$ cat src/rtl/fpu_pkg.sv
// Shared FPU types: normalizer source IDs, operand bundle and pipeline tag.
package fpu_pkg;

    typedef enum logic [1:0] {
        SRC_ADDSUB = 2'd0,
        SRC_MUL    = 2'd1,
        SRC_DIV    = 2'd2
    } src_id_t;

    localparam int NUM_NORM_SOURCES = 3;

    typedef struct packed {
        logic [9:0]  exponent;
        logic [48:0] fraction;
    } norm_operand_t;

    typedef struct packed {
        logic    valid;
        src_id_t src;
    } norm_tag_t;

    function automatic src_id_t next_src(input src_id_t s);
        case (s)
            SRC_ADDSUB: return SRC_MUL;
            SRC_MUL:    return SRC_DIV;
            default:    return SRC_ADDSUB;
        endcase
    endfunction

endpackage

$ cat src/rtl/rr_arbiter3.sv
// Three-way round-robin arbiter; the pointer moves one past each winner.
module rr_arbiter3
    import fpu_pkg::*;
(
    input  logic       clk,
    input  logic       reset,
    input  logic [2:0] eligible,
    output logic [2:0] grant
);

    src_id_t ptr;
    src_id_t idx;
    logic    found;

    always_comb begin
        grant = '0;
        found = 1'b0;
        idx   = ptr;
        for (int k = 0; k < NUM_NORM_SOURCES; k++) begin
            if (!found && eligible[idx]) begin
                grant[idx] = 1'b1;
                found      = 1'b1;
            end
            idx = next_src(idx);
        end
    end

    always_ff @(posedge clk) begin
        if (reset) begin
            ptr <= SRC_ADDSUB;
        end else if (grant[0]) begin
            ptr <= SRC_MUL;
        end else if (grant[1]) begin
            ptr <= SRC_DIV;
        end else if (grant[2]) begin
            ptr <= SRC_ADDSUB;
        end
    end

endmodule

$ cat src/rtl/normalizer_arbiter.sv
// Shares one fixed-latency normalizer between add/sub, mul and div producers,
// tagging each issue so the result is routed back to its owner.
module normalizer_arbiter
    import fpu_pkg::*;
#(
    parameter int NORM_LATENCY    = 3,
    parameter int MAX_OUTSTANDING = 4
) (
    input  logic              clk,
    input  logic              reset,
    input  logic [2:0]        req_valid,
    output logic [2:0]        req_ready,
    input  logic [2:0][9:0]   req_exponent,
    input  logic [2:0][48:0]  req_fraction,
    output logic              norm_issue_valid,
    output logic [9:0]        norm_issue_exponent,
    output logic [48:0]       norm_issue_fraction,
    input  logic              norm_result_valid,
    input  logic [9:0]        norm_result_exponent,
    input  logic [23:0]       norm_result_fraction,
    output logic [2:0]        done_valid,
    output logic [9:0]        done_exponent,
    output logic [23:0]       done_fraction
);

    localparam int QW = $clog2(NORM_LATENCY + 1) + 1;

    logic [2:0]    eligible;
    logic [2:0]    grant;
    src_id_t       winner;
    norm_operand_t issue_op;
    norm_tag_t     tag_q [NORM_LATENCY+1];
    norm_tag_t     last;
    logic [2:0]    outstanding [NUM_NORM_SOURCES];
    logic [QW-1:0] quiet;

    // Nothing is accepted in a reset cycle, so producers never see a lost grant.
    always_comb begin
        eligible = '0;
        for (int i = 0; i < NUM_NORM_SOURCES; i++) begin
            eligible[i] = !reset && req_valid[i] && (outstanding[i] < 3'(MAX_OUTSTANDING));
        end
    end

    rr_arbiter3 u_arb (
        .clk      (clk),
        .reset    (reset),
        .eligible (eligible),
        .grant    (grant)
    );

    assign req_ready = grant;

    always_comb begin
        winner = SRC_ADDSUB;
        if (grant[1]) winner = SRC_MUL;
        if (grant[2]) winner = SRC_DIV;
    end

    always_ff @(posedge clk) begin
        if (reset) begin
            norm_issue_valid <= 1'b0;
            issue_op         <= '0;
        end else begin
            norm_issue_valid <= |grant;
            if (|grant) begin
                issue_op <= '{exponent: req_exponent[winner], fraction: req_fraction[winner]};
            end
        end
    end

    assign norm_issue_exponent = issue_op.exponent;
    assign norm_issue_fraction = issue_op.fraction;

    always_ff @(posedge clk) begin
        if (reset) begin
            for (int k = 0; k <= NORM_LATENCY; k++) begin
                tag_q[k] <= '{valid: 1'b0, src: SRC_ADDSUB};
            end
        end else begin
            tag_q[0] <= '{valid: |grant, src: winner};
            for (int k = 1; k <= NORM_LATENCY; k++) begin
                tag_q[k] <= tag_q[k-1];
            end
        end
    end

    assign last = tag_q[NORM_LATENCY];

    // The tag, not norm_result_valid, decides completion.
    always_ff @(posedge clk) begin
        if (reset) begin
            done_valid    <= '0;
            done_exponent <= '0;
            done_fraction <= '0;
        end else begin
            done_valid <= last.valid ? (3'b001 << last.src) : 3'b000;
            if (last.valid) begin
                done_exponent <= norm_result_exponent;
                done_fraction <= norm_result_fraction;
            end
        end
    end

    always_ff @(posedge clk) begin
        if (reset) begin
            for (int i = 0; i < NUM_NORM_SOURCES; i++) outstanding[i] <= '0;
        end else begin
            for (int i = 0; i < NUM_NORM_SOURCES; i++) begin
                case ({grant[i], done_valid[i]})
                    2'b10:   outstanding[i] <= outstanding[i] + 3'd1;
                    2'b01:   outstanding[i] <= outstanding[i] - 3'd1;
                    default: outstanding[i] <= outstanding[i];
                endcase
            end
        end
    end

    // Results issued before reset may still drain out of the normalizer.
    always_ff @(posedge clk) begin
        if (reset) begin
            quiet <= QW'(NORM_LATENCY);
        end else if (quiet != '0) begin
            quiet <= quiet - QW'(1);
        end
    end

    always_ff @(posedge clk) begin
        if (!reset && quiet == '0) begin
            assert (norm_result_valid == last.valid)
                else $error("norm_result_valid disagrees with delay-line tag");
        end
    end

endmodule

$ cat config.mk
export PLATFORM = sky130hd
export DESIGN_NAME = normalizer_arbiter
export DESIGN_NICKNAME = d
export VERILOG_FILES = /design/src/rtl/fpu_pkg.sv /design/src/rtl/rr_arbiter3.sv /design/src/rtl/normalizer_arbiter.sv
export SDC_FILE = /design/constraint.sdc
export NUM_CORES = 1
export LEC_CHECK = 0
export CAP_MARGIN = 20
export CELL_PAD_IN_SITES_DETAIL_PLACEMENT = 0
export CELL_PAD_IN_SITES_GLOBAL_PLACEMENT = 1
export CORE_AREA = 5 5 156 158
export CTS_CLUSTER_SIZE = 14
export DETAILED_ROUTE_END_ITERATION = 10
export DIE_AREA = 0 0 161 163
export PLACE_DENSITY = 0.8
export SETUP_SLACK_MARGIN = 0.3
export SYNTH_ARGS = -nofsm -noshare
export SYNTH_HDL_FRONTEND = slang
export SYNTH_SLANG_ARGS = --single-unit
$ cat constraint.sdc
create_clock -name clk -period 2.7 [get_ports clk]
set_input_delay 0.54 -clock clk [delete_from_list [all_inputs] [get_ports clk]]
set_output_delay 0.54 -clock clk [all_outputs]
set_load 0.02 [all_outputs]
# == Word-level counts from Yosys, hierarchy flattened ==
# Memory sizes are Yosys's and may differ from the RTL's.
# Cells that the tools add are included.
# classes
add_sub_neg,6
mul,0
div,0
n_lt_le_gt_ge,10
n_eq_ne,8
n_shift,1
mux,71
bitwise_logic,16
n_reduce_logical,24
# ops
operator,n
binary-select mux 49 bit (select 2 bit),1
two-way mux 49 bit,1
two-way mux 3 bit,16
two-way mux 1 bit,40
binary-select mux 10 bit (select 2 bit),1
OR 1 bit,13
less-than comparator 2 x 3 -> 1 bit (second input constant),4
logical AND 1 bit,11
equality test 2 x 1 -> 1 bit (second input constant),5
two-way mux 10 bit,1
OR reduction 2 bit,5
adder 3 x 1 -> 3 bit (second input constant),3
less-than comparator 3 bit (second input constant),3
subtractor 3 x 1 -> 3 bit (second input constant),3
case mux 2 bit (2 select lines),2
binary-select mux 1 bit (select 2 bit),3
demux 1 bit (select 2 bit),3
equality test 2 bit (second input constant),3
greater-or-equal comparator 2 x 1 -> 1 bit (second input constant),3
two-way mux 2 bit,3
OR 3 bit,2
zero test 2 bit,2
zero test 1 bit,3
nonzero test 3 bit,1
4 further kinds,4
# totals
ff_bits,99
latchBits,0
ram_bits,21
romBits,0
inputBits,217
output_inout_bits,100
wordCells,146
mem_count,2
# mem_list
name,depth,word_bits,read_ports,rd_clocked_by_memory_dff,wr,line_no,text
tag_q,4,3,4,0,4,normalizer_arbiter.sv:32,norm_tag_t tag_q [NORM_LATENCY+1];
outstanding,3,3,3,0,3,normalizer_arbiter.sv:34,logic [2:0] outstanding [NUM_NORM_SOURCES];

# == Depth between registers and ports, before layout ==
# logic_depth
ltp_word,19
depth_mapped,12
mapped_depth_nobuf,10

# == Hierarchy ==
# Synthesis repeated with hierarchy kept, for this count alone.
# hier_totals
hier_cells,557
hier_area_um2,5527.8
# by_module_without_submodules
module,n_inst,cells_per_inst,area_each_um2,seq_area_each_um2
normalizer_arbiter,1,538,5375.2,2432.3
rr_arbiter3,1,19,152.6,40.0

# == Worst setup path before layout ==
# Ideal clock, no wire load.
# synth_timing
kind,input to register
start,input port req_valid[0]
end,"memory outstanding[1][2], data pin"
setup_ps,266
t_arrival_ps,2522
required_time_ps,2434
setup_slack_ps,-88
stages,11
n_path_buf,1
path_cell_list,or3b_4 nand2_1 nor4_4 clkbuf_1 inv_1 ha_1 nand2b_1 fa_1 xnor2_1 xnor2_1 nor2_1
# synth_lines
item,line_no,text
start: declaration,normalizer_arbiter.sv:11,"input logic [2:0] req_valid,"
end: declaration,normalizer_arbiter.sv:34,

# == Worst setup path after layout ==
# layout_timing
start,input port req_valid[1]
end,output port req_ready[0]
# layout_via
elab_chain_len,11
elab_cells_between_ends,19
classes_between,11 x mux; 2 x bitwise; 6 x reduce/logical
# layout_lines
item,line_no,text
logical AND 1 bit (*) (2 in a row),normalizer_arbiter.sv:41,eligible[i] = !reset && req_valid[i] && (outstanding[i] < 3'(MAX_OUTSTANDING));
binary-select mux 1 bit (select 2 bit),rr_arbiter3.sv:20,if (!found && eligible[idx]) begin
two-way mux 1 bit (not written as such),rr_arbiter3.sv:20,
two-way mux 1 bit,rr_arbiter3.sv:20,
zero test 1 bit,rr_arbiter3.sv:20,
logical AND 1 bit,rr_arbiter3.sv:20,
two-way mux 1 bit,rr_arbiter3.sv:20,
zero test 1 bit,rr_arbiter3.sv:20,
logical AND 1 bit,rr_arbiter3.sv:20,
two-way mux 3 bit (*),rr_arbiter3.sv:20,
end: declaration,normalizer_arbiter.sv:12,"output logic [2:0] req_ready,"
# Every way passes the cells marked *; elsewhere a longest branch is shown, timed or not. The select of a mux whose other input is x is not followed.

==> key figures <==
STA
  • RSZ-0062 raised after global routing: true
  • Final Hold Fails: 0
  • Slew @ Worst Pin: a little over 800 ps
  • Fin crit share: a little under 90%
  • Max-slew violation count: 0
  • Total negative slack: 0 ps
  • Setup Skew: about 11 ps
  • FMAX: 422.9 MHz
  • Headroom to the max-slew limit: 46.04%
  • Minimum clock period: about 2400 ps
  • Setup Viol. Count Final: 0
  • Hold slack: 437.9 ps

Floorplan
  • Standard-cell rows: 56
  • Height of the die: about 160 microns
  • Die area: between 20000 and 30000 sq um
  • Core area: roughly 23000 sq um
  • Die Width: between 150 and 200 microns
  • Starting density of the core: 25.45%
  • I/O pin cnt: 317

Synthesis
  • Post-Syn Instances: ~570
  • Synth Net Count: 797
  • Synth top area cells: dfxtp_1, a211o_1, nand4b_1, o2bb2ai_1, nor3b_1
  • Avg Inst Size Synth: between 10 and 15 sq um
  • Synth cell types: 37
  • Mapped cell area: a little under 6000 sq um
  • Yosys warns: 0
  • Post-synth ARST share: 0%
  • Sequential area share after synthesis: 42.28%
  • Number of flops mapped to enable cells by yosys: 9
  • Yosys top cell by area: dfxtp_1
  • Yosys top cell area share: between 30% and 40%
  • Yosys reg bits: between 100 and 150
  • Main synth FF type: dfxtp_1

Final layout
  • Fraction of layout cells with a size suffix above 1: between 10% and 20%
  • Layout Nets: between 1000 and 1500
  • Synth-to-layout area growth: 73.13%
  • Final core occ: between 40% and 50%
  • # diodes: 0

Power
  • P_leak: just under 4 nW
  • VDD IR max: about 0.36 mV
  • Total power per unit cell area: slightly below 600 nW/um^2

CTS
  • CTS Buffer Depth: 2
  • Worst skew pair latency: roughly 400 ps
  • Clk pin slew, worst setup/hold paths: 60 ps
  • Clk Tree Root Cell: clkbuf_16
  • TritonCTS clock tree: yes
  • CTS HTree Levels: 4
  • Clk sink count: about 120
  • Total CTS buffers: 17

Critical path
  • CP Data Arrival Time: 1820 ps
  • Crit end category: output port
  • Worst setup SP type: input port
  • Critical Path RT: between 2000 and 2500 ps
  • Crit path max fanout: 2
  • Critical path class: in2out

Drt
  • Initial DRC count: approximately 200
  • Drt first pass iters: 4
  • Total Wirelength: about 23000 microns
  • Routed vias/inst: 4.905
  • DRC viols: 0
  • Via count: between 5000 and 6000
  • Drt wl/cell: 19.30 microns
  • Antenna Nets Post-Route: 0

Worst hold path
  • Hold Crit Class: reg2reg

GRT
  • First-pass GRT wire length: about 34000 microns
  • Largest net degree at the start of global routing: 73
  • Grt ovf: 0
  • GRT Total Usage: around 17%
  • Initial antenna violation count: 0
  • Number of global-route vias before repair: approximately 6200

Place
  • Post-DP HPWL: between 15000 and 20000 microns
  • Port buffer count: around 320
  • Gpl congestion: a little under 0.8

Run status
  • Outcome: finished, final reports clean

Job
  • Max Cap Violations: 0
## per-layer routing
layer / up-vias / track usage, % / share of wire [%]
li1: 2780 / - / -
met1: 2758 / 19.07 / 42
met2: 238 / 28.47 / 48
met3: 22 / 6.201 / 8.8
met4: 0 / 5.467 / 1.8
met5: - / 0 / 0
## timing repair
item,in CTS,in global routing
endpoints found under the setup margin,8,8
pin swaps,7,6
cloned,1,0
gates resized for setup,21,5
hold buffers,0,0
setup buffers,9,1
## worst max-delay path, cell delays in order
cell             delay [ps]
clkdlybuf4s50_1         450
nor2b_4                 150
o211a_2                 250
nor2_2                  110
and3_1                  160
buf_2                   170
## Yosys cell counts (all sizes together), types with 9 or more instances
cell type    n
nor3b       61
inv         11
o2bb2ai     59
nor2b       12
mux2i       35
dfxtp      110
clkbuf      38
buf         26
nand4b      59
nor2        51
a211o       59
edfxtp       9
## power by group
part	total, mW	leakage (nW)	internal, mW	switching, mW
combinational	1.40	2.58	0.770	0.633
clock	2.41	0.306	1.51	0.898
sequential	2.02	0.995	1.94	0.0833
total	5.84	3.88	4.22	1.61
## cells in the final DEF (no fill, tap or decap), drive strengths merged, types with 2 or more instances in the layout
cell type,n
a2111oi,2
a211o,59
buf,41
bufinv,3
clkbuf,18
clkdlybuf4s50,309
clkinv,6
dfxtp,110
dlygate4sd2,2
edfxtp,9
fa,2
ha,7
inv,15
mux2i,35
nand2,3
nand2b,5
nand4b,59
nor2,51
nor2b,12
nor3b,61
nor4,3
o21bai,2
o2bb2ai,59
xnor2,4
xor2,2
## state kept, by name (all words and copies together), names as in the netlist
signal / flops
norm_issue_fraction: 49
done_fraction: 24
tag_q: 11
done_exponent: 10
norm_issue_exponent: 10
outstanding: 9
done_valid: 3
u_arb.ptr: 2
norm_issue_valid: 1
## layout make-up
type / count / area, sq um
clock buffers: 18 / 450.4
clock inverters: 14 / 168.9
well taps: 290 / 362.8
multi-input cells: 377 / 3144
fillers: 2222 / 12860
flip-flops and latches: 119 / 2474
inverters: 11 / 41.29
repair buffers: 353 / 3483
## logic make-up after synthesis
group | synth area share, %
AND/OR/NAND/NOR | 23.43
AO/OA/AOI/OAI | 19.23
flip-flops | 42.28
buffers and inverters | 5.990
multiplexers | 5.991
adder cells (fa/ha/maj) | 2.182
XOR/XNOR | 0.8986
## final timing paths
| check | depth (start not counted) | startpoint | slack [ps] | endpoint |
|---|---|---|---|---|
| worst max register to register | 11 | outstanding[0][2]$_SDFFCE_PP0P_ | 370 | outstanding[1][2]$_SDFFCE_PP0P_ |
| worst min-delay path | 1 | tag_q[1][0]$_SDFF_PP0_ | 440 | tag_q[2][0]$_SDFF_PP0_ |
| worst min register to register | 1 | tag_q[1][0]$_SDFF_PP0_ | 440 | tag_q[2][0]$_SDFF_PP0_ |
| worst max-delay path | 6 | req_valid[1] | 340 | req_ready[0] |
## per-stage QoR
stage | worst slack, ps | cell area, sq um | std cells | power [mW]
after floorplan | 111.0 | 5904 | 571 | 2.689
after global routing | 244.8 | 10120 | 1182 | 6.102
after CTS | 320.8 | 10100 | 1181 | 5.920
after global placement | -198.4 | 9345 | 1139 | 3.423
after detailed placement | -207.0 | 9345 | 1139 | 3.433
final | 335.3 | 10120 | 1182 | 5.837
Note: power is estimated with default switching activity, not from simulation.
